<file path="config.mk">
export PLATFORM = sky130hd
export DESIGN_NAME = selsort_controller
export DESIGN_NICKNAME = d
export VERILOG_FILES = /design/src/rtl/selsort_pkg.sv /design/src/rtl/selsort_controller_max_tracker.sv /design/src/rtl/selsort_controller.sv
export SDC_FILE = /design/constraint.sdc
export NUM_CORES = 1
export LEC_CHECK = 0
export CORE_UTILIZATION = 58
export CTS_BUF_LIST = sky130_fd_sc_hd__clkbuf_4 sky130_fd_sc_hd__clkbuf_8 sky130_fd_sc_hd__clkbuf_16
export DETAILED_ROUTE_END_ITERATION = 8
export PLACE_DENSITY = 0.84
export SYNTH_ARGS = -nofsm -noshare
export SYNTH_HDL_FRONTEND = slang
export SYNTH_SLANG_ARGS = --single-unit
export TNS_END_PERCENT = 30
</file>
<file path="constraint.sdc">
create_clock -name clk -period 3.3 [get_ports clk]
set_clock_uncertainty 0.1 [all_clocks]
set_input_delay 0.66 -clock clk [delete_from_list [all_inputs] [get_ports clk]]
set_output_delay 0.66 -clock clk [all_outputs]
set_load 0.05 [all_outputs]
</file>
<file path="src/rtl/selsort_pkg.sv">
`default_nettype none
`timescale 1ns/1ps
// +----------------------------------------------------------------------------+
// | Module   : selsort_pkg                                                     |
// | Purpose  : Shared state encoding and default sizing for the selection-sort |
// |            controller and its running-maximum tracker.                     |
// | Ports    : none (package)                                                  |
// | Revision : 1.0 - initial release                                          |
// +----------------------------------------------------------------------------+
package selsort_pkg;

  localparam int DEF_N = 8;
  localparam int DEF_W = 8;

  localparam logic [2:0] ST_IDLE   = 3'd0;
  localparam logic [2:0] ST_LOAD   = 3'd1;
  localparam logic [2:0] ST_SCAN   = 3'd2;
  localparam logic [2:0] ST_SWAP_A = 3'd3;
  localparam logic [2:0] ST_SWAP_B = 3'd4;
  localparam logic [2:0] ST_SWAP_C = 3'd5;
  localparam logic [2:0] ST_NEXT   = 3'd6;
  localparam logic [2:0] ST_DONE   = 3'd7;

  typedef enum logic [2:0] {
    IDLE   = ST_IDLE,
    LOAD   = ST_LOAD,
    SCAN   = ST_SCAN,
    SWAP_A = ST_SWAP_A,
    SWAP_B = ST_SWAP_B,
    SWAP_C = ST_SWAP_C,
    NEXT   = ST_NEXT,
    DONE   = ST_DONE
  } state_t;

endpackage
`default_nettype wire

</file>
<file path="src/rtl/selsort_controller_max_tracker.sv">
`default_nettype none
`timescale 1ns/1ps
// +----------------------------------------------------------------------------+
// | Module   : max_tracker                                                     |
// | Purpose  : Holds the running maximum value and its index for one pass of  |
// |            the find-max scan.                                              |
// | Ports    : clk, rst   - clock, synchronous active-high reset               |
// |            load       - seed max_val/max_i from data/idx                   |
// |            update     - replace when data is strictly greater              |
// |            idx, data  - candidate index and value                          |
// |            max_val, max_i - current maximum and its index                  |
// | Revision : 1.0 - initial release                                          |
// +----------------------------------------------------------------------------+
module max_tracker
  import selsort_pkg::*;
#(
  parameter int W  = DEF_W,
  parameter int AW = 3
) (
  input  logic          clk,
  input  logic          rst,
  input  logic          load,
  input  logic          update,
  input  logic [AW-1:0] idx,
  input  logic [W-1:0]  data,
  output logic [W-1:0]  max_val,
  output logic [AW-1:0] max_i
);

  // Strict compare: on a tie the earlier (lower) index is kept.
  logic greater;
  assign greater = (data > max_val);

  always_ff @(posedge clk) begin
    if (rst) begin
      max_val <= '0;
      max_i   <= '0;
    end else if (load) begin
      max_val <= data;
      max_i   <= idx;
    end else if (update && greater) begin
      max_val <= data;
      max_i   <= idx;
    end
  end

endmodule
`default_nettype wire

</file>
<file path="src/rtl/selsort_controller.sv">
`default_nettype none
`timescale 1ns/1ps
// +----------------------------------------------------------------------------+
// | Module   : selsort_controller                                              |
// | Purpose  : Sequences an in-place descending selection sort over an N-entry |
// |            register file: find-max scan of A[i..N-1], then swap into A[i]. |
// | Ports    : clk, rst  - clock, synchronous active-high reset                |
// |            start     - begin sort (sampled only when idle)                 |
// |            busy      - sort in progress, through the done cycle            |
// |            done      - one-cycle completion pulse                          |
// |            rd_addr / rd_data - combinational register-file read            |
// |            wr_en / wr_addr / wr_data - register-file write (next edge)     |
// | Revision : 1.0 - initial release                                          |
// +----------------------------------------------------------------------------+
module selsort_controller
  import selsort_pkg::*;
#(
  parameter int N  = DEF_N,
  parameter int W  = DEF_W,
  parameter int AW = $clog2(N)
) (
  input  logic          clk,
  input  logic          rst,
  input  logic          start,
  output logic          busy,
  output logic          done,
  output logic [AW-1:0] rd_addr,
  input  logic [W-1:0]  rd_data,
  output logic          wr_en,
  output logic [AW-1:0] wr_addr,
  output logic [W-1:0]  wr_data
);

  localparam logic [AW-1:0] ONE    = AW'(1);
  localparam logic [AW-1:0] LAST   = AW'(N - 1);
  localparam logic [AW-1:0] PENULT = AW'(N - 2);

  state_t        state;
  logic [AW-1:0] i;
  logic [AW-1:0] j;
  logic [W-1:0]  tmp;
  logic [W-1:0]  max_val;
  logic [AW-1:0] max_i;

  logic          trk_load;
  logic          trk_update;
  logic [AW-1:0] trk_idx;

  // LOAD seeds the tracker with A[i]; SCAN offers A[j] as a candidate.
  assign trk_load   = (state == LOAD);
  assign trk_update = (state == SCAN);
  assign trk_idx    = (state == LOAD) ? i : j;

  max_tracker #(
    .W  (W),
    .AW (AW)
  ) u_max_tracker (
    .clk     (clk),
    .rst     (rst),
    .load    (trk_load),
    .update  (trk_update),
    .idx     (trk_idx),
    .data    (rd_data),
    .max_val (max_val),
    .max_i   (max_i)
  );

  always_ff @(posedge clk) begin
    if (rst) begin
      state <= IDLE;
      i     <= '0;
      j     <= '0;
      tmp   <= '0;
      busy  <= 1'b0;
      done  <= 1'b0;
    end else begin
      case (state)
        IDLE: begin
          if (start) begin
            i     <= '0;
            busy  <= 1'b1;
            state <= LOAD;
          end
        end
        LOAD: begin
          j     <= i + ONE;
          state <= SCAN;
        end
        SCAN: begin
          if (j == LAST) begin
            state <= SWAP_A;
          end else begin
            j <= j + ONE;
          end
        end
        SWAP_A: begin
          // Maximum already in place: skip both write cycles.
          tmp   <= rd_data;
          state <= (max_i == i) ? NEXT : SWAP_B;
        end
        SWAP_B: state <= SWAP_C;
        SWAP_C: state <= NEXT;
        NEXT: begin
          if (i == PENULT) begin
            done  <= 1'b1;
            state <= DONE;
          end else begin
            i     <= i + ONE;
            state <= LOAD;
          end
        end
        DONE: begin
          done  <= 1'b0;
          busy  <= 1'b0;
          state <= IDLE;
        end
        default: state <= IDLE;
      endcase
    end
  end

  // Datapath controls are a pure decode of registered state and counters.
  always_comb begin
    rd_addr = '0;
    wr_en   = 1'b0;
    wr_addr = '0;
    wr_data = '0;
    case (state)
      LOAD:   rd_addr = i;
      SCAN:   rd_addr = j;
      SWAP_A: rd_addr = i;
      SWAP_B: begin
        wr_en   = 1'b1;
        wr_addr = max_i;
        wr_data = tmp;
      end
      SWAP_C: begin
        wr_en   = 1'b1;
        wr_addr = i;
        wr_data = max_val;
      end
      default: ;
    endcase
  end

endmodule
`default_nettype wire

</file>
### Word-level counts from Yosys, hierarchy flattened

Index checks and enable logic that the tools add are counted.

* word-level logic and storage cells: 63
* output and inout bits: 17
* input bits: 11
* flip-flop bits (word level): 30

* reductions and logical operators: 14
* equality and inequality tests: 15
* order comparisons: 1
* add/sub/neg operators: 2
* muxes and demuxes: 23

Operators with widths (number)
* two-way mux 3 bit: 9
* one-hot mux 3 bit (2 select lines): 4
* one-hot mux 3 bit (8 select lines): 1
* equality test 3 bit, second input constant: 6
* two-way mux 8 bit: 2
* one-hot mux 8 bit (2 select lines): 1
* inequality test 2 bit, second input constant: 5
* nonzero test 2 bit: 5
* greater-than comparator 8 bit: 1
* AND reduction 2 bit: 4
* adder 3 x 1 -> 3 bit, second input constant: 2
* equality test 3 x 2 -> 1 bit, second input constant: 2
* one-hot mux 1 bit (2 select lines): 2
* OR reduction 2 bit: 2
* equality test 3 x 1 -> 1 bit, second input constant: 1
* equality test 3 bit: 1
* logical NOT 3 bit: 1
* two-way mux 1 bit: 3
* AND reduction 3 bit: 1
* two-way mux 2 bit: 1
* logical AND 1 bit: 1

### Logic depth before layout (Yosys ltp)

Gate-level depths: netlist of the first run.

* depth after elaboration: 4
* gate-level depth with buffers: 8
* mapped depth without buffers: 7

### By module

A second synthesis of the first run with hierarchy kept.

* cell total of the unflattened synthesis: 231
* area, all modules: 1931.9 µm²

By module, submodules not included
* selsort_controller: area an instance 1226.2 µm², instances 1, cells an instance 155
* max_tracker: area an instance 705.7 µm², instances 1, cells an instance 76

### Worst setup path after synthesis of the first run

No wires, ideal clock.

* path kind: reg-to-output
* from: register state[0]
* to: output rd_addr[0]
* cell stages (with the launch flop): 4
* arrival time: 1664 ps
* path slack: 876 ps
* cell sequence: dfxtp_1 -> clkbuf_1 -> nand2_1 -> a21oi_1

* longest elaborated chain between the ends: 3

RTL lines
* start, declared: RTL line selsort_controller.sv:38 `state_t state;`
* start signal, assigned: RTL line selsort_controller.sv:99 `state <= (max_i == i) ? NEXT : SWAP_B;`
* equality test 3 x 1 -> 1 bit / equality test 3 x 2 -> 1 bit (equally long branches): RTL line selsort_controller.sv:128 `case (state)`
* OR reduction 2 bit (no line)
* one-hot mux 3 bit (2 select lines) *: RTL line selsort_controller.sv:128
* end, declared: RTL line selsort_controller.sv:27 `output logic [AW-1:0] rd_addr,`

Every way passes the cells marked *; elsewhere a longest branch is shown, timed or not.

### Worst setup path in the final report of the first run

* from: register state[1]
* to: output wr_addr[1]

* longest elaborated chain between the ends: 2

RTL lines
* equality test 3 bit: RTL line selsort_controller.sv:128
* one-hot mux 3 bit (2 select lines) *: RTL line selsort_controller.sv:128
* end, declared: RTL line selsort_controller.sv:30 `output logic [AW-1:0] wr_addr,`

Marks and branches as above.

==> results of run 1 <==
[layer usage]
metal | vias up | GRT usage | share of wire
met3 | 8 | 0.07589 | 0.045
li1 | 793 | - | -
met4 | 0 | 0.09184 | 0.019
met2 | 33 | 0.3465 | 0.44
met1 | 695 | 0.3589 | 0.50
met5 | - | 0 | 0
[critical path, delay by kind of cell (launching register included)]
family | cells | cell delay (ps)
and+or+nand+nor | 1 | 430
AOI/OAI and AO/OA | 1 | 300
DFF | 1 | 420
buffers and inverters | 1 | 840
[cell families (layout without fill, tap and decap cells)]
group	count (synthesis)	after routing
xor+xnor	4	4
simple gates	82	82
compound gates	35	35
fa+ha+maj	12	12
buf+inv	25	51
mux	28	28
flops	30	30
[cells in the final DEF, fill, tap and decap left out, drive strengths merged, types with 2 or more instances in the layout]
cell type      synthesis  final
nor4                   3      3
o21ai                  3      3
a311oi                 3      3
nand2b                22     22
nand3b                 2      2
nand4                  2      2
dfxtp                 30     30
nand2                 14     14
inv                   11     11
xor2                   4      4
clkdlybuf4s50          0     27
nor2b                  3      3
nor3                   2      2
clkbuf                10      8
nand3                  3      3
a21oi                 18     18
a211oi                 8      8
mux2i                 27     27
nor2                  27     27
ha                    12     12
buf                    4      5
[per-stage QoR]
stage / power (uW) / cell area [sq um] / worst slack, ps / instances
2_1_floorplan: 547.8 / 1834 / 875.8 / 216
4_1_cts: 873.5 / 2216 / 170.7 / 286
5_1_grt: 919.7 / 2216 / 77.19 / 286
3_5_place_dp: 596.1 / 2137 / 516.7 / 278
3_3_place_gp: 592.0 / 2137 / 545.1 / 278
6_report: 865.2 / 2216 / 207.4 / 286
[worst paths after layout]
| path | end | depth (start not counted) | startpoint | slack [ps] |
|---|---|---|---|---|
| max | wr_addr[1] | 3 | state[1]$_SDFFE_PP0P_ | 210 |
| min | u_max_tracker.max_val[3]$_SDFFE_PP0P_ | 2 | u_max_tracker.max_val[3]$_SDFFE_PP0P_ | 400 |
| max reg2reg | j[0]$_SDFFE_PP0P_ | 7 | state[0]$_SDFFE_PP0P_ | 1050 |
| min reg2reg | u_max_tracker.max_val[3]$_SDFFE_PP0P_ | 2 | u_max_tracker.max_val[3]$_SDFFE_PP0P_ | 400 |
[where the power goes]
part           total (uW)  internal, uW  switching [uW]
sequential            409           385            24.8
clock                 277           145             132
combinational         179          85.9            92.7
total                 865           616             249
[cell usage after synthesis]
master / instances
a211oi_2: 1
or4_1: 1
a21o_1: 1
nor2_1: 27
clkbuf_1: 10
nor3b_1: 1
nand3b_1: 2
a21oi_1: 18
o211ai_1: 1
nand2_1: 14
nor2b_1: 2
ha_1: 12
a211oi_1: 6
or3b_2: 1
o21bai_2: 1
nand2b_1: 22
nand3_1: 3
nor3_1: 1
nor2b_4: 1
mux2i_1: 27
or3_1: 1
o21ai_0: 3
nor4_1: 3
nand4_1: 2
dfxtp_1: 30
buf_4: 1
mux2_2: 1
a311oi_1: 3
a211oi_4: 1
inv_1: 11
nor3_4: 1
buf_2: 3
xor2_1: 4
[layout make-up]
class	instances	area, sq um
multi-input cells	161	1132
fillers	234	812.0
flip-flops and latches	30	600.6
repair buffers	32	307.8
clock buffers	8	78.83
well taps	44	55.05
inverters	11	41.29
[state kept, by name, summed over array words and instances, names as in the netlist]
name	flops
tmp	8
u_max_tracker.max_val	8
i	3
j	3
state	3
u_max_tracker.max_i	3
busy	1
done	1
==> metrics, run 1 <==
pin count of the biggest net entering global routing=25; CTS buffer count=5; CP Capture Type=output port; maximum vdd drop=0.3148 mV; largest family of logic cells by synthesized area=simple AND/OR/NAND/NOR gates; CP max-delay cell=clkdlybuf4s50_1; DR DRC count=0; H-tree depth=2; PD cells=390.5 nW/um^2; mean area per synthesized cell=8.492 sq um; hold_buf cts=0; post-synthesis sequential area ratio=0.3274; CP arrival=2330 ps; routability cong.=0.8609; Seq cells post-synth=30; max-slew violations=0; fmax=323.4 MHz; drt wl/cell=12.46 microns; routed via count=1529; final setup violation count=0; Routed Antenna Nets=0; postcts setup bufs=0; hold crit path type=register to register; IO buf count=27; detailed placement HPWL=2603 microns; clk root buf=clkbuf_4; Synth top area share=0.3274; biggest area consumer among synthesized cells=dfxtp_1; Mapped Area=1834 sq um; Final min period=3093 ps; worst skew pair latency=340 ps; Leakage Power=0.0009179 uW; Layout Nets=264; Die Ht=58.24 microns; Core ar.=3028 sq um; mux share of post-synthesis cell area=0.1535; Vias/cell=5.346; Max Root-Sink Buffers=2; fraction of layout cells with a size suffix above 1=0.08264; worst-path fanout max=12; Post-Route WL=3563 microns; maxcap violations=0; TritonRoute pass-1 iters=4; grt ovf=0; post-synth cell types=33; CTS resizes=0; Tcrit/Tclk final=0.9371; First DRT Iteration DRCs=40; largest cells by area after synthesis=dfxtp_1, mux2i_1, ha_1; global-route wire length before repair=6251 microns; simple-gate portion of the synthesized area=0.2347; Mapped Cells=216; num rows=20; unrepaired setup endpoints after global routing=no; Fin Hold WS=398.5 ps; crit path cell chain=nand2b_1 -> a21oi_1 -> clkdlybuf4s50_1; # IOs=28; Compound-Gate Fraction of Synth Area=0.1282; initial antenna violation count=0; clk slew on worst S/H paths=100 ps; CP Class=register to output port; post-route setup TNS=0 ps; Sink Count=30; run status=finished clean; Max stage delay on crit path=840 ps; Post-Synth Adder-Cell Area=0.08186; Critical Path RT=2540 ps; slew margin rel.=0.5816; Area Growth Syn to Fin=20.81%; Final Core Density=0.7318; DIE AREA=3391 sq um; Final Hold Viols=0; TritonCTS clock tree=yes; n_diodes=0; die width=58.24 microns; post-synthesis net count=239; Critical Path Start Type=register; YS warnings=0; worst slew pin tran=625.6 ps; Starting Density=0.6058; XOR/XNOR Fraction of Synth Area=0.01910; Total GRT Usage=0.2484; vias in the first global route=1345
No activity file was read; power rests on OpenSTA's default activity.
==> run 2, diff against run 1 <==
--- a/config.mk
+++ b/config.mk
@@ -5,10 +5,10 @@
 export SDC_FILE = /design/constraint.sdc
 export NUM_CORES = 1
 export LEC_CHECK = 0
-export CORE_UTILIZATION = 58
+export CORE_UTILIZATION = 54
 export CTS_BUF_LIST = sky130_fd_sc_hd__clkbuf_4 sky130_fd_sc_hd__clkbuf_8 sky130_fd_sc_hd__clkbuf_16
 export DETAILED_ROUTE_END_ITERATION = 8
-export PLACE_DENSITY = 0.84
+export PLACE_DENSITY = 0.79
 export SYNTH_ARGS = -nofsm -noshare
 export SYNTH_HDL_FRONTEND = slang
 export SYNTH_SLANG_ARGS = --single-unit
==> constraint.sdc (replaced) <==
create_clock -name clk -period 3.1 [get_ports clk]
set_clock_uncertainty 0.1 [all_clocks]
set_input_delay 0.62 -clock clk [delete_from_list [all_inputs] [get_ports clk]]
set_output_delay 0.62 -clock clk [all_outputs]
set_load 0.05 [all_outputs]
==> metrics, run 2 (synthesis results as in run 1) <==
Max Root-Sink Buffers=2 (unchanged); detailed placement HPWL=2758 microns (was 2603 microns); CTS buffer count=5 (unchanged); n_diodes=0 (unchanged); Leakage Power=0.0009379 uW (was 0.0009179 uW); PD cells=405.2 nW/um^2 (was 390.5 nW/um^2); DR DRC count=0 (unchanged); final setup violation count=0 (unchanged); Crit path depth=3 (unchanged); Critical Path RT=2380 ps (was 2540 ps); M1 wire length=1767 microns (was 1786 microns); worst skew pair latency=340 ps (about the same); First DRT Iteration DRCs=64 (was 40); drt wl/cell=13.65 microns (was 12.46 microns); kind of cell adding the most delay to the critical path=buffers and inverters (unchanged); Total GRT Usage=0.2347 (was 0.2484); initial antenna violation count=0 (unchanged); CP Class=register to output port (unchanged); CP arrival=2270 ps (was 2330 ps); IO buf count=27 (unchanged); grt ovf=0 (unchanged); TritonCTS clock tree=yes (unchanged); Post-Route WL=3891 microns (was 3563 microns); hold_buf cts=0 (unchanged); Sink Count=30 (unchanged); met2 routed wirelength=1877 microns (was 1550 microns); fmax=334.4 MHz; DIE AREA=3634 sq um (was 3391 sq um); Starting Density=0.5864 (was 0.6058); Layout Nets=263 (was 264); slew margin rel.=0.5670 (was 0.5816); commonest non-fill, non-tap cells in the layout=dfxtp_1, mux2i_1, nor2_1 (was dfxtp_1, mux2i_1, nor2_1, clkdlybuf4s50_1, nand2b_1); clk slew on worst S/H paths=90 ps (was 100 ps); CP Buf/Inv Count=1 (unchanged); unrepaired setup endpoints after global routing=no (unchanged); worst slew pin tran=647.6 ps (was 625.6 ps); fraction of layout cells with a size suffix above 1=0.1037 (was 0.08264); Reg2Reg Depth=6 (was 7); worst-path fanout max=12 (unchanged); hold crit path type=register to register (unchanged); non-filler cells, final=285 (was 286); routability cong.=0.8425 (was 0.8609); H-tree depth=2 (unchanged); run status=finished clean (unchanged); Die Ht=60.28 microns (was 58.24 microns); Area Growth Syn to Fin=18.89% (was 20.81%); max-slew violations=0 (unchanged); pin count of the biggest net entering global routing=39 (was 25); maxcap violations=0 (unchanged); Top Registers=tmp (8), u_max_tracker.max_val (8) (unchanged); Final min period=2990 ps; Critical Path Sink=wr_data[3] (was wr_addr[1]); Placed Cells=277 (was 278); Max stage delay on crit path=820 ps (was 840 ps); Core ar.=3128 sq um (was 3028 sq um); Final Hold Viols=0 (unchanged); crit path cell chain=nand2b_1 -> nor2_1 -> clkdlybuf4s50_1 (was nand2b_1 -> a21oi_1 -> clkdlybuf4s50_1); r2r setup slk=630 ps (was 1050 ps); CP Capture Type=output port (unchanged); FF-to-FF Start=state[0]$_SDFFE_PP0P_ (unchanged); Critical Path Start Type=register (unchanged); clk root buf=clkbuf_4 (unchanged); post-route setup TNS=0 ps (unchanged); # IOs=28 (unchanged); met3 wire length=176 microns (was 160 microns); crit path from=state[1]$_SDFFE_PP0P_ (unchanged); top routing layer used=met4 (unchanged); maximum vdd drop=0.2489 mV (was 0.3148 mV); routed via count=1574 (was 1529); TritonRoute pass-1 iters=4 (unchanged); FF-to-FF End=u_max_tracker.max_val[2]$_SDFFE_PP0P_ (was j[0]$_SDFFE_PP0P_); die width=60.28 microns (was 58.24 microns); global-route wire length before repair=6072 microns (was 6251 microns); CP max-delay cell=clkdlybuf4s50_1 (unchanged); most common cell after layout, fill and taps aside=dfxtp_1 (unchanged); Tcrit/Tclk final=0.9646; vias in the first global route=1361 (was 1345); Vias/cell=5.523 (was 5.346); Routed Antenna Nets=0 (unchanged); num rows=20 (unchanged)
run 2: changes by cell type in the layout (fill, tap and decap cells not counted), sizes merged:
cell           delta
clkbuf            -1
clkinv            +1
buf               +5
clkdlybuf4s50     -7
dlymetal6s2s      +1
run 2: per-stage QoR:
step	worst slack, ps	hold WS, ps	total power (uW)	instance area (sq um)	util
after global placement	371.1	369.2	626.5	2115	0.6760
final	109.7	399.1	883.7	2181	0.6972
after floorplan	715.8	353.7	583.1	1834	-
after global routing	17.71	421.6	927.3	2181	0.6972
after detailed placement	332.9	381.3	635.2	2115	0.6760
after CTS	102.5	402.2	893.2	2178	0.6964
run 2: worst min path at each step:
stage,slack [ps],cells after the start,endpoint,start
floorplan,350,2,tmp[0]$_SDFFE_PP0P_,tmp[0]$_SDFFE_PP0P_
global placement,370,2,tmp[0]$_SDFFE_PP0P_,tmp[0]$_SDFFE_PP0P_
detailed placement,380,2,tmp[0]$_SDFFE_PP0P_,tmp[0]$_SDFFE_PP0P_
CTS,400,2,tmp[0]$_SDFFE_PP0P_,tmp[0]$_SDFFE_PP0P_
global route,420,2,u_max_tracker.max_val[1]$_SDFFE_PP0P_,u_max_tracker.max_val[1]$_SDFFE_PP0P_
finish,400,2,u_max_tracker.max_val[4]$_SDFFE_PP0P_,u_max_tracker.max_val[4]$_SDFFE_PP0P_
run 2: routing by layer:
metal | vias up | GRT usage
met5 | - | 0
met4 | 0 | 0.1063
met3 | 6 | 0.07143
met2 | 30 | 0.3705
met1 | 743 | 0.2908
li1 | 795 | -
run 2: worst reg2reg max path, delay by kind of cell (launching register included):
family / cells / cell delay (ps)
buf+inv: 1 / 320
flops: 1 / 700
mux: 1 / 250
simple gates: 3 / 940
compound gates: 1 / 120
run 2: repair_timing:
action	in CTS	in global routing
buffers inserted	0	0
gates resized for setup	0	1
setup endpoints to repair	0	1
run 2: area by class of cell:
class | instances | area [sq um]
multi-input combinational | 161 | 1132
fill | 272 | 947.2
inverter | 11 | 41.29
timing repair buffer | 31 | 287.8
tap | 44 | 55.05
sequential | 30 | 600.6
clock buffer | 7 | 58.81
clock inverter | 1 | 5.005
run 2: power by group:
| group | switching (uW) | internal (uW) |
|---|---|---|
| sequential | 27.8 | 409 |
| combinational | 98.7 | 90.0 |
| clock | 139 | 118 |
| total | 266 | 618 |
